===== config.mk =====
export PLATFORM = sky130hd
export DESIGN_NAME = led_pwm_update_ctrl
export DESIGN_NICKNAME = d
export VERILOG_FILES = /design/src/rtl/led_pwm_update_ctrl.sv
export SDC_FILE = /design/constraint.sdc
export NUM_CORES = 1
export LEC_CHECK = 0
export ABC_CLOCK_PERIOD_IN_PS = 4200
export CAP_MARGIN = 20
export CORE_MARGIN = 3
export CORE_UTILIZATION = 40
export CTS_BUF_LIST = sky130_fd_sc_hd__clkbuf_4 sky130_fd_sc_hd__clkbuf_8
export DETAILED_ROUTE_END_ITERATION = 7
export GPL_ROUTABILITY_DRIVEN = 0
export RECOVER_POWER = 100
export SYNTH_ARGS = -nofsm -noshare
export SYNTH_HDL_FRONTEND = slang
export SYNTH_SLANG_ARGS = --single-unit
export TNS_END_PERCENT = 30

===== constraint.sdc =====
create_clock -name clk -period 4.2 [get_ports clk]
set_clock_uncertainty 0.05 [all_clocks]
set_input_delay 0.42 -clock clk [delete_from_list [all_inputs] [get_ports clk]]
set_output_delay 0.42 -clock clk [all_outputs]
set_load 0.005 [all_outputs]

===== src/rtl/led_pwm_update_ctrl.sv =====
// led_pwm_update_ctrl: shadows decoded RGB frames and commits them to the PWM duties only on period_end
// Ports: clk/rst (async, active-high); store+frame_data = frame in ({cmd,r,g,b}); period_end = PWM wrap;
// test_mode = colour test pattern request; data_* = committed duties; update = duties just changed;
// pending = shadow holds uncommitted frame; reject = bad cmd dropped; overrun_cnt = saturating overwrite count
module led_pwm_update_ctrl #(
  parameter int TEST_DWELL = 64,
  parameter int OVR_W = 8
) (
  input  logic             clk,
  input  logic             rst,
  input  logic             store,
  input  logic [31:0]      frame_data,
  input  logic             period_end,
  input  logic             test_mode,
  output logic [9:0]       data_red,
  output logic [9:0]       data_green,
  output logic [9:0]       data_blue,
  output logic             update,
  output logic             pending,
  output logic             reject,
  output logic [OVR_W-1:0] overrun_cnt
);
  typedef enum logic [1:0] {IDLE, PENDING, TEST} state_t;
  state_t state;
  logic [29:0] shadow, saved, frame, color, duty;
  logic [7:0] dwell;
  logic [2:0] step;
  logic valid, bad;
  logic [OVR_W-1:0] ovr_next;
  assign valid = store && (frame_data[31:30] == 2'b00 || frame_data[31:30] == 2'b11);
  assign bad = store && (frame_data[31] ^ frame_data[30]);
  assign frame = frame_data[31:30] == 2'b11 ? '0 : frame_data[29:0];
  assign duty = {data_red, data_green, data_blue};
  assign ovr_next = &overrun_cnt ? overrun_cnt : overrun_cnt + 1'b1;
  always_comb color = step == 3'd0 ? {10'h3ff, 20'h0} :
                      step == 3'd1 ? {10'h0, 10'h3ff, 10'h0} :
                      step == 3'd2 ? {20'h0, 10'h3ff} :
                      step == 3'd3 ? {30{1'b1}} : 30'h0;
  always_ff @(posedge clk or posedge rst) begin
    if (rst) begin
      state <= IDLE;
      {data_red, data_green, data_blue} <= '0;
      shadow <= '0;
      saved <= '0;
      update <= 1'b0;
      pending <= 1'b0;
      reject <= 1'b0;
      overrun_cnt <= '0;
      dwell <= '0;
      step <= '0;
    end else begin
      update <= 1'b0;
      reject <= bad;
      case (state)
        IDLE: begin
          if (test_mode) begin
            state <= TEST;
            dwell <= '0;
            step <= '0;
          end else if (valid) begin
            shadow <= frame;
            pending <= 1'b1;
            state <= PENDING;
          end
        end
        PENDING: begin
          if (test_mode) begin
            state <= TEST;
            dwell <= '0;
            step <= '0;
            if (valid) begin
              shadow <= frame;
              overrun_cnt <= ovr_next;
            end
          end else if (period_end) begin
            {data_red, data_green, data_blue} <= shadow;
            saved <= shadow;
            update <= 1'b1;
            // a store coinciding with the commit refills the shadow rather than overwriting it
            if (valid) shadow <= frame;
            else begin
              pending <= 1'b0;
              state <= IDLE;
            end
          end else if (valid) begin
            shadow <= frame;
            overrun_cnt <= ovr_next;
          end
        end
        TEST: begin
          if (period_end && !test_mode) begin
            // leaving test: restore pending frame if any, else the last normally committed duties
            {data_red, data_green, data_blue} <= pending ? shadow : saved;
            if (pending) saved <= shadow;
            update <= 1'b1;
            pending <= valid;
            state <= valid ? PENDING : IDLE;
            if (valid) shadow <= frame;
          end else begin
            if (period_end) begin
              {data_red, data_green, data_blue} <= color;
              update <= color != duty;
              dwell <= dwell == 8'(TEST_DWELL - 1) ? 8'd0 : dwell + 8'd1;
              if (dwell == 8'(TEST_DWELL - 1)) step <= step == 3'd4 ? 3'd0 : step + 3'd1;
            end
            if (valid) begin
              shadow <= frame;
              pending <= 1'b1;
              if (pending) overrun_cnt <= ovr_next;
            end
          end
        end
        default: state <= IDLE;
      endcase
    end
  end
endmodule


==> key figures <==
Status
  • Status: complete, but fails checks
  • Failing checks: max-capacitance violations, max-slew violations

Pwr
  • PD cells: ~670 nW/um2
  • Maximum vdd drop: 0.227 mV
  • Leak Pwr: 2.90 nW

Synth
  • Compound-Gate Fraction of Synth Area: around 13%
  • Mapped Nets: 560
  • Most used DFF post-synth: dfrtp_1
  • Area contributors post-synth: dfrtp_1 (53%), mux2_2 (7.1%), a221oi_1 (5.1%)
  • Post-synthesis xor/xnor area fraction: under 10%
  • Number of synthesis warnings: 0
  • Ys async rst share: 100%
  • Yosys top cell by area: dfrtp_1
  • Simple-Gate Fraction of Synth Area: a little under a fifth
  • Avg Cell Area, Syn: around 10 um2
  • Synth Register Bits: between 100 and 150
  • Netlist Area Pre-Place: 5370 um2
  • Number of distinct library cells after synthesis: 47
  • Mux cell area share after synthesis: a little under 8%
  • Post-synth top area share: a little over half
  • Post-Syn Instances: ~510
  • Count leader, synth: dfrtp_1
  • Most frequent cells after synthesis: dfrtp_1 (114), nor2_1 (72), nand2_1 (49), o21ai_0 (37), nand2b_1 (36)
  • Number of enable flip-flop cells after synthesis: 0
  • Combinational family with the most area after synthesis: simple AND/OR/NAND/NOR gates
  • Register area share after synthesis: between 50% and 60%
  • Adder-cell area share of the yosys netlist: 2.80%

Timing
  • Setup violations, final: 0
  • Fin crit share: about 80%
  • Final Max Tran Viols: around 130
  • RSZ-0062 raised after global routing: no
  • Fin. Hold Viols: 0
  • Worst Tran Pin Value: approximately 2.6 ns
  • Setup_tns: 0 ns
  • Max-slew headroom: -76.3%
  • Tmin final: around 3.4 ns
  • Max Fclk: ~0.30 GHz

Worst hold path
  • Worst Hold Class: reg2reg
  • Worst hold start: overrun_cnt[5]

CTS
  • CTS max path bufs: 2
  • Clock Pin Slew Worst Setup and Hold Paths: ~0.060 ns
  • Postcts setup bufs: 0
  • PostCTS Resize Cnt: 0
  • Sink count of the clock tree: approximately 110
  • H-tree depth: 4
  • CTS tree: done
  • Worst-Skew Late Latency: 0.44 ns
  • CTS hold repair buffers: 0
  • Clk root buf: clkbuf_8
  • Total CTS buffers: 17

Final layout
  • Final net count: around 640
  • FILL cells: between 1,000 and 1,500
  • Multi-input logic area: ~2300 um2
  • Reg area: ~2900 um2
  • Layout Area Growth over Synthesis: 24.3%
  • Post-Layout Cell Count: around 770
  • Antenna Cells: 0
  • Layout cells sized above 1: ~13%

Detailed routing
  • Routed vias/inst: ~5.1
  • Remaining DRCs: 0
  • DRT antenna net count: 0
  • Routed vias: approximately 4,000
  • Initial DRT Pass Iterations: 4
  • Routed WL: about 12,000 um
  • First-iteration detailed-routing DRC count: about 320
  • Routed len/inst: approximately 16 um

Die
  • Die ar.: roughly 15,000 um2
  • Core Area: 12,900 um2
  • Horiz. Die Dim: ~120 um
  • Rows: between 40 and 50
  • Initial Util: 41.7%
  • # IOs: between 70 and 80
  • Die Ht: between 100 and 150 um

Place
  • Cells after DPL: about 740
  • IO Port Bufs: 77
  • Dpl hpwl: 8390 um

Critical path
  • Critical Path End Type: register
  • Reg2reg start: state[0]
  • CP arrival: between 3 and 4 ns
  • CP Max Fanout: 22
  • Crit. Startpoint: state[0]
  • CP Data Required Time: between 4 and 5 ns
  • CP Launch Type: register
  • Critical path class: reg2reg

Global route
  • Vias in the first global route: about 4,000
  • First-pass GRT wire length: between 20,000 and 25,000 um
  • GRT overflow: 0
  • Initial antenna violation count: 0
  • GRT Total Usage: 17.4%
  • Largest net degree at the start of global routing: 72

Run
  • Max-cap violations: 2
==> state kept, by name, summed over array words and instances, names as in the netlist <==
register,flops
saved,30
shadow,30
data_blue,10
data_green,10
data_red,10
dwell,8
overrun_cnt,8
step,3
state,2
pending,1
reject,1
update,1
==> final timing paths <==
path / endpoint / slack [ns] / cells after the start
max in group asynchronous: shadow[13] / 1.16 / 3
worst max-delay path: data_green[1] / 0.84 / 8
worst min register to register: overrun_cnt[5] / 0.44 / 1
worst max register to register: data_green[1] / 0.84 / 8
min in group asynchronous: overrun_cnt[3] / 1.30 / 2
worst min-delay path: overrun_cnt[5] / 0.44 / 1
==> cell families after synthesis <==
group | Yosys count
compound gates | 98
xor+xnor | 10
fa+ha+maj | 12
buf+inv | 37
flops | 114
mux | 38
simple gates | 202
==> cells in the final DEF (no fill, tap or decap), types with 3 or more instances in the layout <==
cell | synthesis | layout
xnor2_1 | 8 | 8
ha_1 | 12 | 12
and3_1 | 5 | 5
o31ai_1 | 2 | 3
nor2_1 | 72 | 71
inv_1 | 11 | 11
mux2i_1 | 4 | 4
or4_1 | 5 | 5
dfrtp_1 | 114 | 114
clkdlybuf4s50_1 | 0 | 34
clkbuf_4 | 0 | 4
a221oi_1 | 31 | 31
nand2_1 | 49 | 49
nand3_1 | 3 | 3
nor3_1 | 3 | 3
clkinv_2 | 0 | 4
clkbuf_8 | 0 | 18
bufinv_16 | 0 | 3
nor2b_1 | 5 | 5
nand4_1 | 12 | 12
dlygate4sd3_1 | 0 | 43
nand2b_1 | 36 | 36
a31oi_1 | 2 | 3
a21oi_1 | 5 | 5
buf_4 | 1 | 4
o21ai_0 | 37 | 37
nor4_1 | 5 | 5
mux2_2 | 34 | 34
o21ai_2 | 3 | 3
==> layer usage <==
metal | up-vias | track usage, % | share of wire [%]
li1 | 1969 | - | -
met1 | 1903 | 23.8 | 47
met2 | 82 | 26.6 | 48
met3 | 19 | 3.99 | 3.6
met4 | 0 | 7.84 | 1.9
met5 | - | 0 | 0
==> through the flow <==
step           utilization [%]  setup slack [ns]  cell area, um2  hold WS, ns  power, mW
3_5_place_dp              49.0              1.16            6310        0.446       3.58
6_report                  51.8             0.843            6670        0.444       4.50
3_3_place_gp              49.0              1.30            6310        0.435       3.53
5_1_grt                   51.8             0.512            6670        0.472       4.85
4_1_cts                   52.2              1.13            6720        0.457       4.64
2_1_floorplan                -             0.714            5370        0.416       2.84
==> cell type report <==
type	count	area share (%)
clock inverters	10	2.01
repair buffers	85	12.3
well taps	172	3.23
multi-input cells	360	34.9
clock buffers	22	4.17
flip-flops and latches	114	42.8
inverters	11	0.619
==> critical path, cell delays in order (launching register included) <==
cell and delay, ns:
dfrtp_1 0.42, inv_1 0.11, ha_1 0.63, nor2_1 0.24, a211oi_4 0.56, clkbuf_1 0.53
o21ai_2 0.28, a221oi_1 0.31, nor2_1 0.09
==> where the power goes <==
part	internal, mW	total, mW	switching [mW]
registers	1.55	1.96	0.408
clock network	0.624	1.05	0.425
logic	0.753	1.49	0.733
total	2.93	4.50	1.57
Note: power is estimated with default switching activity, not from simulation.
==> RTL change 1, RTL diff (same flow settings) <==
Make the reset (`rst`) synchronous in one clocked block. Comments in the files are not updated.
--- a/src/rtl/led_pwm_update_ctrl.sv
+++ b/src/rtl/led_pwm_update_ctrl.sv
@@ -36,7 +36,7 @@
                       step == 3'd1 ? {10'h0, 10'h3ff, 10'h0} :
                       step == 3'd2 ? {20'h0, 10'h3ff} :
                       step == 3'd3 ? {30{1'b1}} : 30'h0;
-  always_ff @(posedge clk or posedge rst) begin
+  always_ff @(posedge clk) begin
     if (rst) begin
       state <= IDLE;
       {data_red, data_green, data_blue} <= '0;
Check against the original RTL: differs if rst is asserted again (counterexample within 4 cycles, from zero or initial values and one cycle with rst high); with rst held inactive, the same outputs for 4 cycles.
==> RTL change 1 against the original RTL <==
  * The flow still finishes with violations (max-capacitance violations, max-slew violations)
  * Largest cell class is now multi-input gates
  * Register-to-register slack improved by 0.22 ns
  * Wire length rose by 5.1%
  * Setup slack improved by 0.082 ns
  * Maximum frequency rose by 2.5%
  * Hold slack got worse by 0.040 ns
  * Design area fell by 7.8%
  * Sequential cell count did not move
  * Synthesized area fell by 8.4%
  * First-iteration DRC count rose by 6.0%
Power is not compared: it rests on default switching activity, and its combinational part moved more than twofold at a synthesized area within 25%.
==> RTL change 1: results (changes against the original RTL) <==
| Metric | Value |
|---|---|
| Met2 Resource Use GR | 31.4% (+4.8 points) |
| Routed via count | 4420 (+11%) |
| Tightest Pin Transition | 2.20 ns (-0.443 ns) |
| WHS Endpoint | saved[1]$_SDFFE_PP0P_ |
| WHS Path Cells | 2 (+1) |
| Dpl cell area | 5780 sq um (-8.4%) |
| FF-to-FF End | data_red[3]$_SDFFE_PP0P_ |
| Synth Flop Type | dfxtp_1 |
| Gr usage total | 19.4% (+1.9 points) |
| Crit Path Max Fanout | 60 (+170%) |
| Worst Path Arrival | 3.53 ns (-0.08 ns) |
| Hold path startpoint | saved[1]$_SDFFE_PP0P_ |
| Hold Slack | 0.405 ns (-0.0397 ns) |
| Antenna diode count | 0 (unchanged) |
| Share of post-route cells with drive strength above 1 | 6.37% (-7.1 points) |
| Final Slew Violations | 94 (-29%) |
| HP Class | register to register |
| Maximum capacitance violations | 2 (unchanged) |
| First-pass GRT wire length | 20700 um (+2.4%) |
| Largest net degree at the start of global routing | 110 (+53%) |
| Buffers on Ports | 77 (unchanged) |
| Clock latency on the worst-skew pair | 0.43 ns |
| GRT met3 Usage | 6.17% (+2.2 points) |
| Worst reg2reg path depth | 6 (-2) |
| Total number of yosys warnings | 0 (unchanged) |
| Number of enable flip-flop cells after synthesis | 0 (unchanged) |
| Vias in the first global route | 4200 (+5.5%) |
| Sequential share of the synthesized area | 46.4% (-6.7 points) |
| Mapped Nets | 646 (+15%) |
| Routed WL per cell | 15.6 um (-0.51%) |
| HPWL after DPL | 8250 um (-1.6%) |
| First-pass iteration count of the detailed router | 4 (unchanged) |
| Final Net Count | 711 (+11%) |
| Cells taking the most area after synthesis | dfxtp_1 (46%), a21oi_1 (7.1%), nor2_1 (6.9%), nand2_1 (6.2%), nor3b_1 (4.7%) |
| GR Layer Usage met1 | 24.9% (+1.1 points) |
| Clock Path Buffers | 2 (unchanged) |
| R2r setup slk | 1.06 ns (+0.22 ns) |
| Post-synth top cells | dfxtp_1 (114), nor2_1 (90), nand2_1 (81) |
| Failing checks | max-capacitance violations, max-slew violations |
| Unique masters post-synth | 41 (-13%) |
| Initial DRC Count | 334 (+6.0%) |
| Critical R2R Launch | state[1]$_SDFFE_PP0P_ |
| Synth async-reset ratio | 0% (-100 points) |
| Outcome | finished, violations left |
==> RTL change 1: per-stage QoR <==
| stage | setup WS (ns) | power [W] | instances |
|---|---|---|---|
| after global placement | 1.35 | 0.00161 | 785 |
| after global routing | 0.726 | 0.00266 | 818 |
| after floorplan | 2.19 | 0.00143 | 597 |
| final | 0.925 | 0.00253 | 818 |
| after CTS | 1.33 | 0.00257 | 817 |
| after detailed placement | 1.25 | 0.00161 | 785 |
==> RTL change 1: area by class of cell <==
class	instances	area (sq um)
flip-flops and latches	114	2280
clock buffers	20	269
clock inverters	12	108
repair buffers	86	822
inverters	8	30.0
well taps	143	179
multi-input cells	435	2460
fillers	1155	5560
==> RTL change 1: kinds of logic (layout without fill, tap and decap cells) <==
family          count (synthesis)  count (layout)  synth area share, %
simple gates                  271             271                 26.1
compound gates                135             135                 17.6
flops                         114             114                 46.4
buf+inv                        48             126                 3.72
xor+xnor                       13              13                 2.32
fa+ha+maj                      12              12                 3.05
mux                             4               4                0.815
==> RTL change 1: routing by layer <==
| layer | vias to the layer above | share of wire (%) |
|---|---|---|
| met3 | 9 | 4.8 |
| met4 | 0 | 0.85 |
| met1 | 2079 | 47 |
| met2 | 92 | 47 |
| li1 | 2240 | - |
| met5 | - | 0 |
==> RTL change 1: critical path, cell delays in order <==
cell and delay (ns):
clkbuf_1 1.54, clkbuf_2 1.13, nand2b_1 0.35, nor2_1 0.08
==> RTL change 1: worst max-delay path by stage <==
| stage | depth (start not counted) | startpoint | end |
|---|---|---|---|
| after floorplan | 7 | frame_data[30] | overrun_cnt[7]$_SDFFE_PP0P_ |
| after global placement | 7 | frame_data[30] | overrun_cnt[5]$_SDFFE_PP0P_ |
| after detailed placement | 7 | frame_data[30] | overrun_cnt[4]$_SDFFE_PP0P_ |
| after CTS | 6 | state[1]$_SDFFE_PP0P_ | data_red[5]$_SDFFE_PP0P_ |
| after global routing | 4 | rst | dwell[0]$_SDFFE_PP0P_ |
| final | 4 | rst | dwell[2]$_SDFFE_PP0P_ |
==> RTL change 1: power by group <==
part / internal [W] / total, W / switching [W]
clock: 0.000504 / 0.000955 / 0.000451
combinational: 0.000172 / 0.000385 / 0.000213
sequential: 0.00114 / 0.00119 / 0.0000527
==> RTL change 2, RTL diff (same flow settings) <==
Without the edit above. Set the parameter `OVR_W` to 12 (it was 8).
--- a/src/rtl/led_pwm_update_ctrl.sv
+++ b/src/rtl/led_pwm_update_ctrl.sv
@@ -4,7 +4,7 @@
 // pending = shadow holds uncommitted frame; reject = bad cmd dropped; overrun_cnt = saturating overwrite count
 module led_pwm_update_ctrl #(
   parameter int TEST_DWELL = 64,
-  parameter int OVR_W = 8
+  parameter int OVR_W = 12
 ) (
   input  logic             clk,
   input  logic             rst,
Interface: changed (resized overrun_cnt); port bits go from 78 to 82. No check against the original RTL was run, so the function may have changed too.
==> RTL change 2 against the original RTL <==
  * The run still ends with max-capacitance violations, max-slew violations left
  * Synthesized cell count is 3.5% higher
  * Synthesized area up 2.3%
  * Wire length increased by 3.2%
  * Sequential cell count grew 4
  * Combinational power down 3%
  * Design area rose by 3.7%
  * Total power up 2.3%
  * Setup slack better by 0.15 ns
==> RTL change 2: results (changes against the original RTL) <==
| Metric | Value |
|---|---|
| WL met3 | 415 um (-3.9%) |
| Final Net Count | 661 (+3.6%) |
| Share of post-route cells with drive strength above 1 | 11.4% (-2.1 points) |
| Mapped Nets | 578 (+3.2%) |
| Area occupied by registers | 2950 sq um (+3.5%) |
| Cells taking the most area after synthesis | dfrtp_1 (54%), mux2_2 (6.6%), nand2_1 (4.0%), a22oi_1 (4.0%), nand2b_1 (3.6%) |
| Yosys top cell area share | 53.8% (+0.65 points) |
| Final Slew Violations | 58 (-56%) |
| Signal buf overhead | 12.8% (+0.54 points) |
| Peak VDD IR | 231 uV (+1.5%) |
| Post-synth top cells | dfrtp_1 (118), nand2_1 (59), nor2_1 (50) |
| Critical Path Max Stage Delay | 0.86 ns (+0.23 ns) |
| Top Registers | saved: 30 flops, shadow: 30 flops, overrun_cnt: 12 flops |
| CP max stage cell | nor2_1 |
| CP delay by family, top | simple AND/OR/NAND/NOR gates |
| Met2 Resource Use GR | 28.4% (+1.8 points) |
| Lkg Pwr | 3.04 nW (+4.8%) |
| GRT met3 Usage | 4.25% (+0.26 points) |
| Switching Share | 33.7% (-1.1 points) |
| Wl on met1 | 5770 um (+2.2%) |
| Gr usage total | 17.7% (+0.25 points) |
| Maximum capacitance violations | 1 (-1) |
| XOR/XNOR Fraction of Synth Area | 2.55% (+0.92 points) |
| Metal2 WL | 6200 um (+6.9%) |
| Non-clk bufs | 88 (+3.5%) |
| Outcome | finished, violations left |
| Failing checks | max-capacitance violations, max-slew violations |
| Final WL | 12500 um (+3.2%) |
| Area share of fa/ha/maj cells after synthesis | 2.74% (-0.062 points) |
| Synth Area in Compound Gates | 14.7% (+1.3 points) |
| Buffers on Ports | 81 (+5.2%) |
| Sequential share of the synthesized area | 53.8% (+0.65 points) |
| Unique masters post-synth | 48 (+2.1%) |
| Initial DRC Count | 203 (-36%) |
-- RTL change 2: cell types whose count changed after synthesis, moves of 10 or more --
cell / unedited run / this run
a22oi_1: 1 / 29
nor2_1: 72 / 50
nand2_1: 49 / 59
a21oi_1: 5 / 28
a221oi_1: 31 / 1
-- RTL change 2: metrics by stage --
stage | instance area (sq um) | instances | hold WS [ns] | power, W
floorplan | 5490 | 529 | 0.409 | 0.00287
global placement | 6500 | 769 | 0.422 | 0.00354
detailed placement | 6500 | 769 | 0.431 | 0.00359
CTS | 6940 | 800 | 0.442 | 0.00475
global route | 6910 | 800 | 0.462 | 0.00495
finish | 6910 | 800 | 0.440 | 0.00460
-- RTL change 2: path summary, 6_finish.rpt --
kind / start / endpoint / slack, ns / cells past startpoint
max: state[0]$_DFFE_PP0P_ / saved[18]$_DFFE_PP0P_ / 0.99 / 7
min: overrun_cnt[4]$_DFFE_PP0P_ / overrun_cnt[4]$_DFFE_PP0P_ / 0.44 / 1
max reg2reg: state[0]$_DFFE_PP0P_ / saved[18]$_DFFE_PP0P_ / 0.99 / 7
min reg2reg: overrun_cnt[4]$_DFFE_PP0P_ / overrun_cnt[4]$_DFFE_PP0P_ / 0.44 / 1
max in group asynchronous: rst / data_blue[1]$_DFFE_PP0P_ / 1.79 / 2
min in group asynchronous: rst / saved[15]$_DFFE_PP0P_ / 1.12 / 2
-- RTL change 2: power by group through the flow --
| stage | combinational [W] | sequential (W) | clock, W |
|---|---|---|---|
| final | 0.00145 | 0.00201 | 0.00114 |
| after global routing | 0.00165 | 0.00209 | 0.00121 |
| after CTS | 0.00156 | 0.00202 | 0.00117 |
| after detailed placement | 0.00155 | 0.00204 | 0 |
| after global placement | 0.00152 | 0.00202 | 0 |
| after floorplan | 0.000947 | 0.00192 | 0 |
